`src/rtl/panel_scan_controller.sv`:
```
// -----------------------------------------------------------------------------
// panel_scan_controller
//
// Sequences one LED panel: steps the row RAM address, sweeps the PWM
// comparison time 0..255 per row, emits the shift/latch strobes that feed
// the colour drivers, and slots brightness reloads in at frame boundaries.
//
// Ports:
//   clk              system clock
//   reset_n          synchronous active-low reset
//   enable           scan enable (honoured only in IDLE and at row ends)
//   brightness_req   level request for a brightness reload
//   brightness_ack   one-cycle pulse after the reload's last shift
//   shift            serial shift strobe (LED data or brightness data)
//   load_led_vals    one-cycle latch strobe for LED on/off values
//   load_brightness  one-cycle brightness parallel-load strobe
//   pwm_time         current PWM comparison time
//   active_row_addr  row RAM read address
//   row_select       physical row driven to the panel row decoder
//   blank            1 = all rows off
//   frame_done       one-cycle pulse after the last row wraps to row 0
// -----------------------------------------------------------------------------
module panel_scan_controller #(
    parameter int NUM_ROWS    = 16,
    parameter int SHIFT_BITS  = 16,
    parameter int HOLD_CYCLES = 4,
    parameter int BRIGHT_BITS = 96
) (
    input  logic       clk,
    input  logic       reset_n,
    input  logic       enable,
    input  logic       brightness_req,
    output logic       brightness_ack,
    output logic       shift,
    output logic       load_led_vals,
    output logic       load_brightness,
    output logic [7:0] pwm_time,
    output logic [3:0] active_row_addr,
    output logic [3:0] row_select,
    output logic       blank,
    output logic       frame_done
);

    localparam logic [2:0] ST_IDLE   = 3'd0;
    localparam logic [2:0] ST_FETCH  = 3'd1;
    localparam logic [2:0] ST_SHIFT  = 3'd2;
    localparam logic [2:0] ST_LATCH  = 3'd3;
    localparam logic [2:0] ST_HOLD   = 3'd4;
    localparam logic [2:0] ST_BLOAD  = 3'd5;
    localparam logic [2:0] ST_BSHIFT = 3'd6;

    localparam logic [7:0] SHIFT_LAST  = 8'(SHIFT_BITS - 1);
    localparam logic [7:0] HOLD_LAST   = 8'(HOLD_CYCLES - 1);
    localparam logic [7:0] BRIGHT_LAST = 8'(BRIGHT_BITS - 1);
    localparam logic [3:0] ROW_LAST    = 4'(NUM_ROWS - 1);
    localparam logic [7:0] PWM_LAST    = 8'd255;

    logic [2:0] state_r;
    logic [7:0] cnt_r;
    logic       pend_r;
    logic [7:0] pwm_r;
    logic [3:0] addr_r;
    logic [3:0] row_sel_r;
    logic       shift_r;
    logic       lled_r;
    logic       lbr_r;
    logic       blank_r;
    logic       fd_r;
    logic       ack_r;

    logic [2:0] state_s;
    logic [7:0] cnt_s;
    logic       pend_s;
    logic [7:0] pwm_s;
    logic [3:0] addr_s;
    logic       fd_s;
    logic       ack_s;
    logic       blank_s;
    logic       wrap_s;
    logic       bright_due_s;

    // Next-state, counter, PWM/row stepping and pending-request bookkeeping.
    always_comb begin
        state_s      = state_r;
        cnt_s        = cnt_r;
        pwm_s        = pwm_r;
        addr_s       = addr_r;
        fd_s         = 1'b0;
        ack_s        = 1'b0;
        pend_s       = pend_r | brightness_req;
        wrap_s       = (addr_r == ROW_LAST);
        bright_due_s = pend_r | brightness_req;
        case (state_r)
            ST_IDLE: begin
                if (bright_due_s) begin
                    state_s = ST_BLOAD;
                end else if (enable) begin
                    state_s = ST_FETCH;
                end else begin
                    state_s = ST_IDLE;
                end
            end
            ST_FETCH: begin
                state_s = ST_SHIFT;
                cnt_s   = 8'd0;
            end
            ST_SHIFT: begin
                if (cnt_r == SHIFT_LAST) begin
                    state_s = ST_LATCH;
                    cnt_s   = 8'd0;
                end else begin
                    cnt_s = cnt_r + 8'd1;
                end
            end
            ST_LATCH: begin
                state_s = ST_HOLD;
                cnt_s   = 8'd0;
            end
            ST_HOLD: begin
                if (cnt_r == HOLD_LAST) begin
                    cnt_s = 8'd0;
                    if (pwm_r != PWM_LAST) begin
                        pwm_s   = pwm_r + 8'd1;
                        state_s = ST_SHIFT;
                    end else begin
                        // Row boundary: the only place enable and a pending
                        // brightness reload are allowed to redirect the scan.
                        pwm_s  = 8'd0;
                        addr_s = wrap_s ? 4'd0 : (addr_r + 4'd1);
                        fd_s   = wrap_s;
                        if (!enable) begin
                            state_s = ST_IDLE;
                        end else if (wrap_s && bright_due_s) begin
                            state_s = ST_BLOAD;
                        end else begin
                            state_s = ST_FETCH;
                        end
                    end
                end else begin
                    cnt_s = cnt_r + 8'd1;
                end
            end
            ST_BLOAD: begin
                state_s = ST_BSHIFT;
                cnt_s   = 8'd0;
            end
            ST_BSHIFT: begin
                if (cnt_r == BRIGHT_LAST) begin
                    // Requests seen during the reload are dropped here; a
                    // request still high in the ack cycle re-arms the flag.
                    pend_s  = 1'b0;
                    ack_s   = 1'b1;
                    cnt_s   = 8'd0;
                    state_s = enable ? ST_FETCH : ST_IDLE;
                end else begin
                    cnt_s = cnt_r + 8'd1;
                end
            end
            default: begin
                state_s = ST_IDLE;
                cnt_s   = 8'd0;
            end
        endcase
    end

    // Blanking for the coming cycle; FETCH and SHIFT keep the current image.
    always_comb begin
        blank_s = blank_r;
        case (state_s)
            ST_IDLE, ST_BLOAD, ST_BSHIFT: blank_s = 1'b1;
            ST_LATCH:                     blank_s = (pwm_s == 8'd0);
            ST_HOLD:                      blank_s = 1'b0;
            default:                      blank_s = blank_r;
        endcase
    end

    // State and registered outputs, with synchronous active-low reset.
    always_ff @(posedge clk) begin
        if (!reset_n) begin
            state_r   <= ST_IDLE;
            cnt_r     <= 8'd0;
            pend_r    <= 1'b0;
            pwm_r     <= 8'd0;
            addr_r    <= 4'd0;
            row_sel_r <= 4'd0;
            shift_r   <= 1'b0;
            lled_r    <= 1'b0;
            lbr_r     <= 1'b0;
            blank_r   <= 1'b1;
            fd_r      <= 1'b0;
            ack_r     <= 1'b0;
        end else begin
            state_r <= state_s;
            cnt_r   <= cnt_s;
            pend_r  <= pend_s;
            pwm_r   <= pwm_s;
            addr_r  <= addr_s;
            // The decoder moves to the new row only while the panel is
            // blanked by the first latch of that row.
            if ((state_r == ST_LATCH) && (pwm_r == 8'd0)) begin
                row_sel_r <= addr_r;
            end else begin
                row_sel_r <= row_sel_r;
            end
            shift_r <= (state_s == ST_SHIFT) || (state_s == ST_BSHIFT);
            lled_r  <= (state_s == ST_LATCH);
            lbr_r   <= (state_s == ST_BLOAD);
            blank_r <= blank_s;
            fd_r    <= fd_s;
            ack_r   <= ack_s;
        end
    end

    assign brightness_ack  = ack_r;
    assign shift           = shift_r;
    assign load_led_vals   = lled_r;
    assign load_brightness = lbr_r;
    assign pwm_time        = pwm_r;
    assign active_row_addr = addr_r;
    assign row_select      = row_sel_r;
    assign blank           = blank_r;
    assign frame_done      = fd_r;

endmodule

```
`config.mk`:
```
export PLATFORM = sky130hd
export DESIGN_NAME = panel_scan_controller
export DESIGN_NICKNAME = d
export VERILOG_FILES = /design/src/rtl/panel_scan_controller.sv
export SDC_FILE = /design/constraint.sdc
export NUM_CORES = 1
export LEC_CHECK = 0
export CAP_MARGIN = 20
export CORE_ASPECT_RATIO = 0.8
export CORE_MARGIN = 1.5
export CORE_UTILIZATION = 54
export DETAILED_ROUTE_END_ITERATION = 10
export HOLD_SLACK_MARGIN = 0.05
export PLACE_DENSITY = 0.79
export SLEW_MARGIN = 20
export SYNTH_ARGS = -nofsm -noshare
export SYNTH_HDL_FRONTEND = slang
export SYNTH_SLANG_ARGS = --single-unit
```
`constraint.sdc`:
```
create_clock -name clk -period 2.45 [get_ports clk]
set_input_delay 0.49 -clock clk [delete_from_list [all_inputs] [get_ports clk]]
set_output_delay 0.49 -clock clk [all_outputs]
set_load 0.03 [all_outputs]
```
# After elaboration in Yosys (flattened, before gate mapping)
# Index checks and enable logic that the tools add are counted.
# totals
regBits,34
input_bits,4
output_inout_bits,22
wordCells,69
# classes
addsub,3
n_eq_ne,16
n_mux,21
bitwise_logic,5
n_reduce_logical,12
# op_table
cell,n
two-way mux 8 bit,6
one-hot mux 8 bit (4 select lines),1
two-way mux 3 bit,7
one-hot mux 3 bit (7 select lines),1
equality test 3 bit (second input constant),6
adder 8 x 1 -> 8 bit (second input constant),2
logical NOT 8 bit,2
equality test 3 x 2 -> 1 bit (second input constant),4
equality test 8 x 2 -> 1 bit (second input constant),1
equality test 8 x 4 -> 1 bit (second input constant),1
equality test 8 x 7 -> 1 bit (second input constant),1
!= test 8 bit (second input constant),1
logical NOT 3 bit,2
adder 4 x 1 -> 4 bit (second input constant),1
equality test 4 bit (second input constant),1
two-way mux 1 bit,4
two-way mux 4 bit,1
inverter 1 bit,4
OR reduction 4 bit,1
equality test 3 x 1 -> 1 bit (second input constant),1
one-hot mux 1 bit (3 select lines),1
AND reduction 3 bit,1
nonzero test 3 bit,1
OR reduction 3 bit,1
other kinds (4),5

# Longest topological paths before layout
# Gate-level depths: netlist of run 1.
# depth
depth_word,10
depth_mapped,7
depth_no_buf,7

# Least setup slack after synthesis of run 1
# OpenSTA, ideal clock, no wires.
# synth_timing
path_kind,reg-to-reg
startpoint,"reg pwm_r[0], in the netlist pwm_time[0]"
endpoint,"reg blank_r, in the netlist blank"
setup_time_ns,0.079
t_arrival_ns,2.094
t_required_ns,2.371
path_slack_ns,0.276
path_stages_with_launch,8
n_path_buf,0
synth_period_minus_slack_ns,2.174
cell_sequence,dfxtp_1 ha_1 and3_1 nand2_1 a21oi_2 o21ai_1 or4_4 a211oi_2
# synth_via
elab_chain_len,7
elab_cells_between_ends,17
classes_between,add/sub (1); eq/ne (5); mux (7); reduce/logical (4)
# synth_lines
element,line_no,rtl
"start, declared",61,logic [7:0] pwm_r;
"start signal, assigned",196,pwm_r <= pwm_s;
"parallel branches: the longest is 7 deep, another holds adder 8 x 1 -> 8 bit",--,
"end signal, assigned",208,blank_r <= blank_s;
"end, declared",67,logic blank_r;
# Several ways; the timed one is not identified.
# A chain may end at the register's enable or synchronous reset.

# Worst setup path in the final report of run 1
# layout_timing
startpoint,reg cnt_r[0]
endpoint,"reg blank_r, in the netlist blank"
# layout_via
elab_chain_len,6
elab_cells_between_ends,18
classes_between,eq/ne (7); mux (7); reduce/logical (4)
# layout_lines
element,line_no,rtl
"start, declared",59,logic [7:0] cnt_r;
"start signal, assigned",194,cnt_r <= cnt_s;
"equality test 8 x 7 -> 1 bit, or another cell as far along",148,if (cnt_r == BRIGHT_LAST) begin
"two-way mux 3 bit, on equally long branches","148, 108, 120",
one-hot mux 3 bit (7 select lines),93,case (state_r)
equality test 3 bit / logical NOT 3 bit (equally long branches),169,case (state_s)
OR reduction 3 bit,169,
one-hot mux 1 bit (3 select lines) / nonzero test 3 bit (equally long branches),--,
# Several ways; a longest one is shown, not always the timed one.

==> results of run 1 <==
[registers in the layout, summed over array words and instances, names as in the netlist]
register and flops:
frame_done 1, brightness_ack 1, blank 1, cnt_r 8, state_r 3, shift 1, load_led_vals 1, load_brightness 1
pend_r 1, row_select 4, pwm_time 8, active_row_addr 4
[placed cells by master (no fill, tap or decap), types with 4 or more instances in the layout]
master and instances:
and4_1 6, clkdlybuf4s50_1 25, and2_1 4, mux2i_1 6, nor3b_1 5, nand2_1 20
nand3_1 6, ha_1 4, and3_1 9, nand4_1 5, a21oi_1 20, buf_4 7
nor3_1 6, nor2_1 25, dfxtp_1 34, or3_1 6, clkbuf_8 6, o21ai_0 13
inv_1 5
[area by class of cell]
class	instances	area, sq um	area share
multi-input cells	175	1130	0.492
clock buffers	6	82.6	0.0359
clock inverters	1	30.0	0.0130
flip-flops and latches	34	681	0.296
repair buffers	32	303	0.132
well taps	40	50.0	0.0217
inverters	6	22.5	0.00978
[worst max-delay path by stage]
| stage | start | end | slack [ns] | cells after the start |
|---|---|---|---|---|
| floorplan | pwm_time[0] | blank | 0.28 | 7 |
| finish | cnt_r[0] | blank | 0.17 | 7 |
| detailed placement | cnt_r[0] | blank | 0.20 | 7 |
| global route | cnt_r[0] | blank | 0.02 | 7 |
| global placement | cnt_r[0] | blank | 0.29 | 7 |
| CTS | cnt_r[0] | blank | 0.17 | 7 |
[power by group]
part	total (uW)	switching (uW)	leakage, uW	internal [uW]
clock	517	192	0.0000573	325
sequential	634	46.6	0.000276	588
combinational	324	187	0.000534	137
[repair_timing]
item | in CTS | in global routing
resized for setup | 0 | 1
endpoints found under the setup margin | 0 | 1
endpoints found under the hold margin | 0 | 0
[stage by stage]
stage / hold slack, ns / setup WS (ns) / util / std cells / area [sq um]
finish: 0.497 / 0.173 / 0.720 / 294 / 2300
global route: 0.532 / 0.0223 / 0.720 / 294 / 2300
CTS: 0.497 / 0.171 / 0.718 / 294 / 2300
detailed placement: 0.488 / 0.201 / 0.683 / 287 / 2180
global placement: 0.476 / 0.288 / 0.683 / 287 / 2180
floorplan: 0.458 / 0.276 / - / 226 / 1890
[per-layer routing]
layer	up-vias	routed length (microns)
met5	-	0
met4	0	69
met3	9	369
met2	82	1920
met1	818	2200
li1	891	-
[cells by family (layout without fill, tap and decap cells)]
| family | Yosys count | count (layout) | share of synthesized area |
|---|---|---|---|
| adder cells (fa/ha/maj) | 4 | 4 | 0.0265 |
| buffers and inverters | 17 | 45 | 0.0411 |
| AND/OR/NAND/NOR | 110 | 110 | 0.357 |
| AO/OA/AOI/OAI | 51 | 51 | 0.164 |
| XOR/XNOR | 4 | 4 | 0.0186 |
| multiplexers | 6 | 6 | 0.0318 |
| flip-flops | 34 | 34 | 0.361 |
==> flow_metrics.env, run 1 <==
export IMPL_grtUsageMet3=0.0779
export IMPL_grt_remaining_overflow=0
export IMPL_dieHeight_microns=55.9
export IMPL_skew_ns=0.00642
export IMPL_whs_endpoint="cnt_r[0]"
export IMPL_synthTopCellsByCount="dfxtp_1, nor2_1, a21oi_1, nand2_1, o21ai_0"
export IMPL_yosys_warnings=0
export IMPL_fin_crit_sh=0.929
export IMPL_cp_cell_sequence="ha_1 -> nor4b_2 -> nand3_4 -> a21oi_2 -> o21ai_1 -> or4_4 -> a211oi_2"
export IMPL_cpPeakStageDelay_ns=0.54
export IMPL_dp_hpwl_microns=3290
export IMPL_hold_depth=1
export IMPL_avgSynthCellArea_sq_um=8.35
export IMPL_min_period_ns=2.28
export IMPL_initialDrtViolationCount=197
export IMPL_tns_ns=0
export IMPL_cpLargestDelayFamily="simple AND/OR/NAND/NOR gates"
export IMPL_io_buffers=25
export IMPL_syn_nets=234
export IMPL_vias=1800
export IMPL_detail_route_vias_per_cell=6.12
export IMPL_die_x_microns=69.1
export IMPL_start_kind="flip-flop"
export IMPL_grt_pass1_vias=1596
export IMPL_fill_cells=253
export IMPL_slew_limit_headroom=0.660
export IMPL_hp_start="cnt_r[0]"
export IMPL_clkTransAtPathRegs_ns=0.06
export IMPL_setup_violations_final=0
export IMPL_ys_seq_elements=34
export IMPL_max_freq_mhz=439
export IMPL_critPathKind="flip-flop to flip-flop"
export IMPL_powerDensity_nw_per_um2=641
export IMPL_outcome="complete, no violations"
export IMPL_drive_gt1_frac=0.0984
export IMPL_wl_per_cell_microns=15.5
export IMPL_first_pass_iters=6
export IMPL_reg2reg_depth=7
export IMPL_grt_total_usage=0.246
export IMPL_crit_slowest_cell="or4_4"
export IMPL_crit_path_end_kind="flip-flop"
export IMPL_synth_cells=226
export IMPL_drtAntennaViolNets=0
export IMPL_die_area_sq_um=3860
export IMPL_cts_root_buf="clkbuf_8"
export IMPL_leakage_uw=0.000867
export IMPL_synth_top_cell_area_share=0.361
export IMPL_gr_usage_met2=0.345
export IMPL_cts_setup_buffers=0
export IMPL_rsz0062_at_grt="false"
export IMPL_antenna_cells=0
export IMPL_synth_seq_area_share=0.361
export IMPL_timing_final_max_slew_violations=0
export IMPL_worstPathArrival_ns=2.49
export IMPL_min_path_type="flip-flop to flip-flop"
export IMPL_start_util=0.590
export IMPL_r2r_end="blank"
export IMPL_ys_types=51
export IMPL_use_met1=0.348
export IMPL_synth_area_sq_um=1890
export IMPL_cts_tree="done"
export IMPL_grt_max_degree=16
export IMPL_grt_pass1_wl_microns=7650
export IMPL_reg2reg_slack_ns=0.17
export IMPL_ioPinCount=26
export IMPL_ys_async_sr_fraction=0
export IMPL_synth_most_common_cell="dfxtp_1"
export IMPL_cts_max_level=2
export IMPL_r2r_start="cnt_r[0]"
export IMPL_place_congestion=0.938
export IMPL_critPathRequiredTime_ns=2.66
export IMPL_fin_total_pwr_uw=1480
export IMPL_clock_path_buffers=2
export IMPL_cts_sinks=34
export IMPL_hold_viol=0
export IMPL_synth_largest_area_cell="dfxtp_1"
export IMPL_numCtsBuffers=5
export IMPL_core_area_sq_um=3200
export IMPL_clk_latency_ns=0.29
export IMPL_rows=18
export IMPL_synth_edf_count=0
export IMPL_max_slew_worst_pin_slew_ns=0.506
export IMPL_final_nets=262
export IMPL_busiest_layer="met1"
export IMPL_drt_total_wl_microns=4560
export IMPL_ys_top_cells_by_area="dfxtp_1, a21oi_1, nor2_1, nand2_1, o21ai_0"
export IMPL_worst_path_buf_inv=0
export IMPL_path_max_fanout=9
export IMPL_antenna_found_initial=0
export IMPL_synth_ff_type="dfxtp_1"
export IMPL_holdBufCountCts=0
export IMPL_cap_violations=0
export IMPL_remaining_drc_errors=0
export IMPL_syn_to_final_growth_pct=22.0
export IMPL_vdd_drop_max_mv=0.633
No activity file was read; power rests on OpenSTA's default activity.
==> inputs of run 2 (changes only) <==
Settings changed: RECOVER_POWER from default to 25.
==> run 2 against run 1 <==
  * Maximum frequency is 0.47% lower
  * Clock skew hardly changed
  * Design area is 0.38% lower
  * Largest cell class unchanged
  * Non-clock buffer count stayed put
  * Wire length is 0.46% higher
==> flow_metrics.env, run 2 (synthesis results as in run 1) <==
export IMPL_outcome="complete, no violations"
export IMPL_drive_gt1_frac=0.0906
export IMPL_tns_ns=0
export IMPL_clkTransAtPathRegs_ns=0.06
export IMPL_cts_sinks=34
export IMPL_die_area_sq_um=3860
export IMPL_rsz0062_at_grt="false"
export IMPL_fin_util=0.717
export IMPL_final_common_cell="dfxtp_1"
export IMPL_place_congestion=0.938
export IMPL_holdBufCountCts=0
export IMPL_io_buffers=25
export IMPL_detail_route_vias_per_cell=6.15
export IMPL_rows=18
export IMPL_antenna_found_initial=0
export IMPL_grt_pass1_vias=1596
export IMPL_fin_crit_sh=0.934
export IMPL_dp_cells=287
export IMPL_crit_path_end_kind="flip-flop"
export IMPL_grt_remaining_overflow=0
export IMPL_min_path_type="flip-flop to flip-flop"
export IMPL_hold_viol=0
export IMPL_antenna_cells=0
export IMPL_cts_tree="done"
export IMPL_timing_final_max_slew_violations=0
export IMPL_first_pass_iters=5
export IMPL_vias=1809
export IMPL_path_max_fanout=9
export IMPL_drtAntennaViolNets=0
export IMPL_core_area_sq_um=3200
export IMPL_crit_slowest_cell="or4_4"
export IMPL_clock_path_buffers=2
export IMPL_final_cell_mix="dfxtp_1, nor2_1, clkdlybuf4s50_1"
export IMPL_syn_to_final_growth_pct=21.6
export IMPL_critPathKind="flip-flop to flip-flop"
export IMPL_cts_root_buf="clkbuf_8"
export IMPL_vdd_drop_max_mv=0.675
export IMPL_start_util=0.590
export IMPL_dieHeight_microns=55.9
export IMPL_min_period_ns=2.29
export IMPL_wl_per_cell_microns=15.6
export IMPL_grt_total_usage=0.246
export IMPL_setup_violations_final=0
export IMPL_fill_cells=254
export IMPL_numCtsBuffers=5
export IMPL_worstPathArrival_ns=2.50
export IMPL_powerDensity_nw_per_um2=643
export IMPL_final_cells=294
export IMPL_max_freq_mhz=437
export IMPL_ioPinCount=26
export IMPL_die_x_microns=69.1
export IMPL_initialDrtViolationCount=244
export IMPL_leakage_uw=0.000866
export IMPL_max_slew_worst_pin_slew_ns=0.625
export IMPL_clk_latency_ns=0.29
export IMPL_dp_hpwl_microns=3290
export IMPL_drt_total_wl_microns=4580
export IMPL_cts_max_level=2
export IMPL_cp_cell_sequence="ha_1 -> nor4b_2 -> nand3_4 -> a21oi_2 -> o21ai_1 -> or4_4 -> a211oi_2"
export IMPL_grt_pass1_wl_microns=7650
export IMPL_skew_ns=0.00682
export IMPL_start_kind="flip-flop"
export IMPL_cpPeakStageDelay_ns=0.54
export IMPL_remaining_drc_errors=0
export IMPL_grt_max_degree=16
export IMPL_final_nets=262
export IMPL_cap_violations=0
export IMPL_slew_limit_headroom=0.584
export IMPL_critPathRequiredTime_ns=2.66
## run 2: changes by cell type in the layout (fill, tap and decap cells not counted), sizes merged
cell	change
buf	-1
dlygate4sd3	+1
clkdlybuf4s50	-1
clkbuf	+1
## run 2: final cells by class
| type | count | area (sq um) | share of cell area |
|---|---|---|---|
| multi-input cells | 175 | 1130 | 0.492 |
| well taps | 40 | 50.0 | 0.0218 |
| flip-flops and latches | 34 | 681 | 0.297 |
| repair buffers | 32 | 299 | 0.130 |
| clock buffers | 6 | 82.6 | 0.0360 |
| inverters | 6 | 22.5 | 0.00982 |
| clock inverters | 1 | 30.0 | 0.0131 |
## run 2: layer usage
| metal | global-route usage | vias up | share of wire |
|---|---|---|---|
| met1 | 0.348 | 831 | 0.48 |
| li1 | - | 888 | - |
| met3 | 0.0779 | 9 | 0.082 |
| met5 | 0 | - | 0 |
| met4 | 0.101 | 0 | 0.014 |
| met2 | 0.345 | 81 | 0.42 |
## run 2: report_power, final
part           internal, uW  switching [uW]
logic                   136             186
clock network           325             193
registers               588            47.2
## run 2: final timing paths
kind                  from  slack [ns]  endpoint  depth (start not counted)
hold / removal    cnt_r[0]        0.50  cnt_r[0]                          1
setup / recovery  cnt_r[0]        0.16     blank                          7
hold reg to reg   cnt_r[0]        0.50  cnt_r[0]                          1
setup reg to reg  cnt_r[0]        0.16     blank                          7
## run 2: repair_timing
action / CTS / global route
gates resized for setup: 0 / 1
endpoints found under the setup margin: 0 / 1
setup buffers: 0 / 0
## run 2: critical path, delay by kind of cell (launching register included)
family / cells / cell delay (ns)
AO/OA/AOI/OAI: 3 / 0.44
adder cells (fa/ha/maj): 1 / 0.29
flip-flops: 1 / 0.37
AND/OR/NAND/NOR: 3 / 1.11
## run 2: per-stage QoR
step	cell area [sq um]	setup WS (ns)	hold WS, ns	power, uW
final	2290	0.162	0.499	1470
after global routing	2290	0.0223	0.532	1550
after CTS	2300	0.171	0.497	1480
after detailed placement	2180	0.201	0.488	963
after global placement	2180	0.288	0.476	960
after floorplan	1890	0.276	0.458	857
==> inputs of run 3 (changes only) <==
Settings changed: CTS_CLUSTER_DIAMETER from default to 150.
==> results of run 3 <==
No change in the layout: final DEF, timing and power equal those of run 2.
